**src/rtl/uart16550_tx_path_if.sv**
```systemverilog
// Bus between the 16550 register block and the transmit path.
// The master drives bytes, FIFO control and line settings; the slave reports line and status.
interface uart16550_tx_path_if #(
  parameter int DEPTH = 16
);
  localparam int CW = $clog2(DEPTH) + 1;

  logic          baud_pulse_i;
  logic          tx_push_i;
  logic [7:0]    din_i;
  logic          tx_rst_i;
  logic [7:0]    lcr_i;
  logic          tx_o;
  logic          thre_o;
  logic          temt_o;
  logic          fifo_full_o;
  logic [CW-1:0] fifo_cnt_o;
  logic          overflow_o;

  modport master (
    output baud_pulse_i, tx_push_i, din_i, tx_rst_i, lcr_i,
    input  tx_o, thre_o, temt_o, fifo_full_o, fifo_cnt_o, overflow_o
  );

  modport slave (
    input  baud_pulse_i, tx_push_i, din_i, tx_rst_i, lcr_i,
    output tx_o, thre_o, temt_o, fifo_full_o, fifo_cnt_o, overflow_o
  );
endinterface

```
**src/rtl/uart16550_tx_path.sv**
```systemverilog
// Transmit half of a 16550 UART: byte FIFO feeding a framing serializer that advances on baud ticks.
// Line settings are captured when a byte is popped, so LCR writes only affect later frames.
module uart16550_tx_path #(
  parameter int DEPTH = 16,
  parameter int OVS   = 16
) (
  input logic                clk,
  input logic                rst,
  uart16550_tx_path_if.slave bus
);
  localparam int AW = $clog2(DEPTH);
  localparam int CW = AW + 1;
  localparam int TW = $clog2(2 * OVS);
  localparam logic [TW-1:0] BIT_LAST    = TW'(OVS - 1);
  localparam logic [TW-1:0] STOP15_LAST = TW'((OVS * 3) / 2 - 1);
  localparam logic [TW-1:0] STOP2_LAST  = TW'(2 * OVS - 1);
  localparam logic [CW-1:0] FULL_CNT    = CW'(DEPTH);

  typedef enum logic [2:0] {IDLE, START, DATA, PARITY, STOP} state_t;

  logic [7:0]    r_mem [DEPTH];
  logic [AW-1:0] r_wr_ptr;
  logic [AW-1:0] r_rd_ptr;
  logic [CW-1:0] r_cnt;
  logic          r_overflow;

  state_t        r_state, w_state_n;
  logic [TW-1:0] r_tick, w_tick_n;
  logic [2:0]    r_bit, w_bit_n;
  logic [7:0]    r_shift, w_shift_n;
  logic          r_par, w_par_n;
  logic [3:0]    r_lcr, w_lcr_n;
  logic          r_tx;

  logic          w_empty, w_full, w_push_ok, w_can_start, w_load;
  logic          w_bit_end, w_stop_end, w_par_head, w_line_n, w_unused;
  logic [7:0]    w_head, w_head_masked;
  logic [TW-1:0] w_stop_last;

  assign w_empty     = (r_cnt == '0);
  assign w_full      = (r_cnt == FULL_CNT);
  assign w_push_ok   = bus.tx_push_i & ~w_full & ~bus.tx_rst_i;
  assign w_can_start = ~w_empty & ~bus.tx_rst_i;
  assign w_head      = r_mem[r_rd_ptr];
  assign w_unused    = bus.lcr_i[7];

  // Parity is computed from the live LCR at pop time, over the transmitted bits only
  assign w_head_masked = w_head & (8'hFF >> (2'd3 - bus.lcr_i[1:0]));
  assign w_par_head    = bus.lcr_i[5] ? ~bus.lcr_i[4] :
                         bus.lcr_i[4] ? ^w_head_masked : ~^w_head_masked;

  assign w_stop_last = ~r_lcr[2]            ? BIT_LAST    :
                       (r_lcr[1:0] == 2'b00) ? STOP15_LAST : STOP2_LAST;
  assign w_bit_end   = (r_tick == BIT_LAST);
  assign w_stop_end  = (r_tick == w_stop_last);

  always_comb begin
    w_state_n = r_state;
    w_tick_n  = r_tick;
    w_bit_n   = r_bit;
    w_shift_n = r_shift;
    w_par_n   = r_par;
    w_lcr_n   = r_lcr;
    w_load    = 1'b0;
    if (bus.baud_pulse_i) begin
      w_tick_n = r_tick + TW'(1);
      unique case (r_state)
        IDLE: begin
          w_tick_n = '0;
          w_load   = w_can_start;
        end
        START: if (w_bit_end) begin
          w_tick_n  = '0;
          w_bit_n   = '0;
          w_state_n = DATA;
        end
        DATA: if (w_bit_end) begin
          w_tick_n  = '0;
          w_shift_n = {1'b0, r_shift[7:1]};
          w_bit_n   = r_bit + 3'd1;
          if (r_bit == 3'd4 + {1'b0, r_lcr[1:0]})
            w_state_n = r_lcr[3] ? PARITY : STOP;
        end
        PARITY: if (w_bit_end) begin
          w_tick_n  = '0;
          w_state_n = STOP;
        end
        STOP: if (w_stop_end) begin
          w_tick_n  = '0;
          w_state_n = IDLE;
          w_load    = w_can_start;
        end
        default: w_state_n = IDLE;
      endcase
      // Back-to-back frames reload straight from the end of STOP
      if (w_load) begin
        w_state_n = START;
        w_tick_n  = '0;
        w_shift_n = w_head;
        w_lcr_n   = bus.lcr_i[3:0];
        w_par_n   = w_par_head;
      end
    end
  end

  always_comb begin
    w_line_n = 1'b1;
    unique case (w_state_n)
      START:   w_line_n = 1'b0;
      DATA:    w_line_n = w_shift_n[0];
      PARITY:  w_line_n = w_par_n;
      default: w_line_n = 1'b1;
    endcase
  end

  always_ff @(posedge clk) begin
    if (w_push_ok)
      r_mem[r_wr_ptr] <= bus.din_i;
  end

  always_ff @(posedge clk or posedge rst) begin
    if (rst) begin
      r_wr_ptr   <= '0;
      r_rd_ptr   <= '0;
      r_cnt      <= '0;
      r_overflow <= 1'b0;
    end else begin
      r_overflow <= bus.tx_push_i & w_full & ~bus.tx_rst_i;
      if (bus.tx_rst_i) begin
        r_wr_ptr <= '0;
        r_rd_ptr <= '0;
        r_cnt    <= '0;
      end else begin
        if (w_push_ok) r_wr_ptr <= r_wr_ptr + AW'(1);
        if (w_load)    r_rd_ptr <= r_rd_ptr + AW'(1);
        r_cnt <= r_cnt + CW'(w_push_ok) - CW'(w_load);
      end
    end
  end

  // Break masks the line but never holds the FSM, so timing is unaffected
  always_ff @(posedge clk or posedge rst) begin
    if (rst) begin
      r_state <= IDLE;
      r_tick  <= '0;
      r_bit   <= '0;
      r_shift <= '0;
      r_par   <= 1'b0;
      r_lcr   <= '0;
      r_tx    <= 1'b1;
    end else begin
      r_state <= w_state_n;
      r_tick  <= w_tick_n;
      r_bit   <= w_bit_n;
      r_shift <= w_shift_n;
      r_par   <= w_par_n;
      r_lcr   <= w_lcr_n;
      r_tx    <= w_line_n & ~bus.lcr_i[6];
    end
  end

  assign bus.tx_o        = r_tx;
  assign bus.thre_o      = w_empty;
  assign bus.temt_o      = w_empty & (r_state == IDLE);
  assign bus.fifo_full_o = w_full;
  assign bus.fifo_cnt_o  = r_cnt;
  assign bus.overflow_o  = r_overflow;
endmodule
```
**src/flat_wrapper.sv**
```systemverilog
// flat-port wrapper written by rule: the top's interface ports become plain ports
module uart16550_tx_path_flat 
#(
  parameter int DEPTH = 16,
  parameter int OVS   = 16
)
  (clk, rst, bus_baud_pulse_i, bus_tx_push_i, bus_din_i, bus_tx_rst_i, bus_lcr_i, bus_tx_o, bus_thre_o, bus_temt_o, bus_fifo_full_o, bus_fifo_cnt_o, bus_overflow_o);
  uart16550_tx_path_if #(.DEPTH(DEPTH)) bus_i ();
  input logic clk;
  input logic rst;
  input wire logic [$bits(bus_i.baud_pulse_i)-1:0] bus_baud_pulse_i;
  input wire logic [$bits(bus_i.tx_push_i)-1:0] bus_tx_push_i;
  input wire logic [$bits(bus_i.din_i)-1:0] bus_din_i;
  input wire logic [$bits(bus_i.tx_rst_i)-1:0] bus_tx_rst_i;
  input wire logic [$bits(bus_i.lcr_i)-1:0] bus_lcr_i;
  output wire logic [$bits(bus_i.tx_o)-1:0] bus_tx_o;
  output wire logic [$bits(bus_i.thre_o)-1:0] bus_thre_o;
  output wire logic [$bits(bus_i.temt_o)-1:0] bus_temt_o;
  output wire logic [$bits(bus_i.fifo_full_o)-1:0] bus_fifo_full_o;
  output wire logic [$bits(bus_i.fifo_cnt_o)-1:0] bus_fifo_cnt_o;
  output wire logic [$bits(bus_i.overflow_o)-1:0] bus_overflow_o;
  assign bus_i.baud_pulse_i = bus_baud_pulse_i;
  assign bus_i.tx_push_i = bus_tx_push_i;
  assign bus_i.din_i = bus_din_i;
  assign bus_i.tx_rst_i = bus_tx_rst_i;
  assign bus_i.lcr_i = bus_lcr_i;
  assign bus_tx_o = bus_i.tx_o;
  assign bus_thre_o = bus_i.thre_o;
  assign bus_temt_o = bus_i.temt_o;
  assign bus_fifo_full_o = bus_i.fifo_full_o;
  assign bus_fifo_cnt_o = bus_i.fifo_cnt_o;
  assign bus_overflow_o = bus_i.overflow_o;
  uart16550_tx_path #(.DEPTH(DEPTH), .OVS(OVS)) u_core (.clk(clk), .rst(rst), .bus(bus_i));
endmodule
```
**config.mk**
```make
export PLATFORM = sky130hd
export DESIGN_NAME = uart16550_tx_path_flat
export DESIGN_NICKNAME = d
export VERILOG_FILES = /design/src/rtl/uart16550_tx_path_if.sv /design/src/rtl/uart16550_tx_path.sv /design/src/flat_wrapper.sv
export SDC_FILE = /design/constraint.sdc
export NUM_CORES = 1
export LEC_CHECK = 0
export BUFFER_PORTS_ARGS = -buffer_cell sky130_fd_sc_hd__buf_4
export CAP_MARGIN = 5
export CORE_MARGIN = 2
export CORE_UTILIZATION = 59
export CTS_CLUSTER_SIZE = 10
export DETAILED_ROUTE_END_ITERATION = 10
export GPL_ROUTABILITY_DRIVEN = 0
export PLACE_DENSITY_LB_ADDON = 0.3
export SLEW_MARGIN = 10
export SYNTH_ARGS = -nofsm -noshare
export SYNTH_HDL_FRONTEND = slang
export SYNTH_SLANG_ARGS = --single-unit
```
**constraint.sdc**
```tcl
create_clock -name clk -period 7.5 [get_ports clk]
set_clock_uncertainty 0.2 [all_clocks]
set_input_delay 0.375 -clock clk [delete_from_list [all_inputs] [get_ports clk]]
set_output_delay 0.375 -clock clk [all_outputs]
set_load 0.1 [all_outputs]
```
==> reports/metrics.yaml <==
status: "completed"
async_reset_ff_share_pct: 23.4
io_pins: 31
grt_use_met2_pct: 39.6
max-cap-violations: 0
num_rows: 40
syn_nets: 553
synth_cell_types: 59
min_path_type: "in -> reg"
grt_max_degree: 52
synth-simple-area-share_pct: 6.84
ys.flop_type: "edfxtp_1"
post_cts_buffers: 0
final_max_slew_viol_count: 0
rsz0062_at_grt: "false"
p_sw_share_pct: 30.6
cts_hold_buf: 4
path_class: "reg -> reg"
die_w_um: 116
clock_path_buffers: 2
synthCells: 516
hold_viol_final: 0
area_growth_pct: 13.1
cts_root_buf: "clkbuf_16"
overflow: 0
fin_crit_sh_pct: 57.1
clk_pin_slew_ns: 0.06
cts_max_level: 4
cts_resized: 0
coreArea_um2: 12200
worstPathMaxFanout: 12
grt_pass1_vias: 4307
netSwitchingPower_mw: 0.825
required_ns: 7.65
diodes: 0
synth-compound-area-share_pct: 10.5
synth_top_family_by_area: "compound AO/OA/AOI/OAI gates"
synth-xor-area-share_pct: 2.07
synth_seq_cells: 167
cts.sink_count: 167
setup_viol: 0
top_usage_layer: "met2"
hpwl_mm: 9.84
cpMostUsedCell: "ha_1"
ys.warnings.count: 0
cp_cell_sequence: "inv_1, ha_1, nor4b_1, nor3_1, nand3_1, clkinv_1, ha_1, inv_1, ha_1, fa_1, a21oi_1, nor2_1, or3_1, a21oi_1"
start_kind: "flop"
powerDensity_nw_per_um2: 322
cts_buffers: 17
fmax_mhz: 233
first_pass_iters: 6
die-height_um: 116
power_mw: 2.70
grt_util_met3_pct: 4.62
wl_per_cell_um: 20.6
synth_area_um2: 7420
antenna_found_initial: 0
dr_total_vias: 4476
end_kind: "flop"
synth_edf_count: 128
pwr-share-seq_pct: 42.5
power_frac_comb_pct: 24.1
period_minus_slack_ns: 4.28
max_stage_delay_ns: 0.59
grt_pass1_wl_mm: 23.2
cts_tree: "done"
fin_area_um2: 8390
grt_use_total_pct: 23.9
final.setup.tns_ns: 0
postRouteAntennaNets: 0
crit_family: "simple AND/OR/NAND/NOR gates"
drc: 0
arrival_ns: 4.44
drt_iter0_drc: 523
met1_usage_pct: 32.1
die_area_um2: 13500
synthMuxAreaShare_pct: 9.44
postSynthAreaPerCell_um2: 14.4
clock_latency_ns: 0.43
p_leak_nw: 3.00
totalWireLength_mm: 15.0
crit_buf_inv: 3
initial_utilization_pct: 61.0
synth_fa_ha_area_share_pct: 2.80
crit_path_top_delay_cell: "nor4b_1"
port_buffers: 29
ys_seq_area_share_pct: 64.9
worstMarginPinSlew_ns: 0.885
p_int_mw: 1.87
vdd_ir_drop_max_v: 0.000216
num-nets-final: 588
viasPerCell: 6.11
pwr-share-clk_pct: 33.4
drive_above_1_share_pct: 16.1
placed_area_um2: 7740
slew-limit-headroom_pct: 41.0
-- cell families after synthesis --
group / Yosys count
buffers and inverters: 48
xor gates and xnor gates: 16
DFF: 167
and+or+nand+nor: 110
adders and majority gates: 16
muxes: 50
AOI/OAI and AO/OA: 109
-- sequential cells by signal, indices dropped and copies added (netlist names) --
| signal | flops |
|---|---|
| u_core.bus.fifo_cnt_o | 5 |
| u_core.bus.overflow_o | 1 |
| u_core.bus.tx_o | 1 |
| u_core.r_bit | 3 |
| u_core.r_lcr | 4 |
| u_core.r_mem | 128 |
| u_core.r_par | 1 |
| u_core.r_rd_ptr | 4 |
| u_core.r_shift | 8 |
| u_core.r_state | 3 |
| u_core.r_tick | 5 |
| u_core.r_wr_ptr | 4 |
-- per-stage QoR --
stage	cells	setup WS, ns	utilization (%)	hold WS (ns)
after detailed placement	696	3.31	63.7	0.308
after global placement	696	3.37	63.7	0.291
after CTS	732	3.27	69.0	0.00436
after global routing	732	2.94	69.0	0.0179
final	732	3.22	69.0	0.0184
after floorplan	516	0.242	-	0.238
-- cell usage after synthesis, types with 4 or more instances --
cell type  instances  area, um2
xnor2_1            8       70.1
nand2b_1           4       25.0
nand4_1            4       25.0
a22oi_1           10       75.1
edfxtp_1         128       3840
clkbuf_1          11       41.3
buf_6              4       45.0
o21ai_0           23        115
ha_1              15        188
nor3_1             6       30.0
inv_1             22       82.6
mux2i_1           34        340
xor2_1             7       61.3
nand2_1           34        128
nor2_1            39        146
nor2b_1            5       31.3
dfrtp_1           38        951
a221oi_2           5       75.1
mux4_2            16        360
a221oi_1          11       96.3
o22ai_1            7       43.8
a21oi_1           25        125
-- metal layers --
layer / share of wire [%] / up-vias / routed length (um)
met5: 0 / - / 0
met4: 1.8 / 0 / 272
met3: 4.7 / 25 / 713
met2: 51 / 162 / 7660
met1: 43 / 2248 / 6400
li1: - / 2041 / -
-- path summary, 6_finish.rpt --
check | end | slack, ns | start | cells after the start
worst max-delay path | u_core.bus.fifo_cnt_o[4]$_DFF_PP0_ | 3.22 | u_core.bus.fifo_cnt_o[3]$_DFF_PP0_ | 14
worst min-delay path | u_core.r_lcr[0]$_DFFE_PP0P_ | 0.02 | bus_lcr_i[0] | 3
worst max register to register | u_core.bus.fifo_cnt_o[4]$_DFF_PP0_ | 3.22 | u_core.bus.fifo_cnt_o[3]$_DFF_PP0_ | 14
worst min register to register | u_core.r_tick[0]$_DFFE_PP0P_ | 0.32 | u_core.r_tick[0]$_DFFE_PP0P_ | 1
max in group asynchronous | u_core.r_rd_ptr[0]$_DFFE_PP0P_ | 6.28 | rst | 4
min in group asynchronous | u_core.bus.fifo_cnt_o[1]$_DFF_PP0_ | 0.43 | rst | 4
-- tightest hold or removal path: cells and delay by family --
family                 cells  cell delay, ns
buffers and inverters      1            0.12
and+or+nand+nor            2            0.12
-- cells in the final DEF (no fill, tap or decap), types with 5 or more instances in the layout --
master     synthesis  layout
o22ai_1            7       7
buf_4              3      36
clkbuf_1          11       6
ha_1              15      15
nor3_1             6       6
a221oi_1          11      11
xor2_1             7       7
xnor2_1            8       8
a21oi_1           25      25
mux4_2            16      16
o21ai_0           23      23
nand2_1           34      34
nor2b_1            5       5
edfxtp_1         128     128
mux2i_1           34      34
clkbuf_16          0      17
inv_1             22      22
a22oi_1           10      10
a221oi_2           5       5
nor2_1            39      39
dfrtp_1           38      37
-- power groups by stage --
stage	Clock [mW]	Sequential, mW	Combinational, mW
5_1_grt	0.943	1.16	0.707
6_report	0.901	1.15	0.651
2_1_floorplan	0	1.22	0.443
4_1_cts	0.911	1.15	0.652
3_3_place_gp	0	1.16	0.627
3_5_place_dp	0	1.16	0.646
-- area by class of cell --
cell class	count	area, um2
fillers	808	3770
multi-input cells	301	2350
inverters	24	90.1
repair buffers	40	310
clock inverters	8	150
flip-flops and latches	167	4820
clock buffers	24	462
well taps	168	210
(Power assumes the default switching activity.)
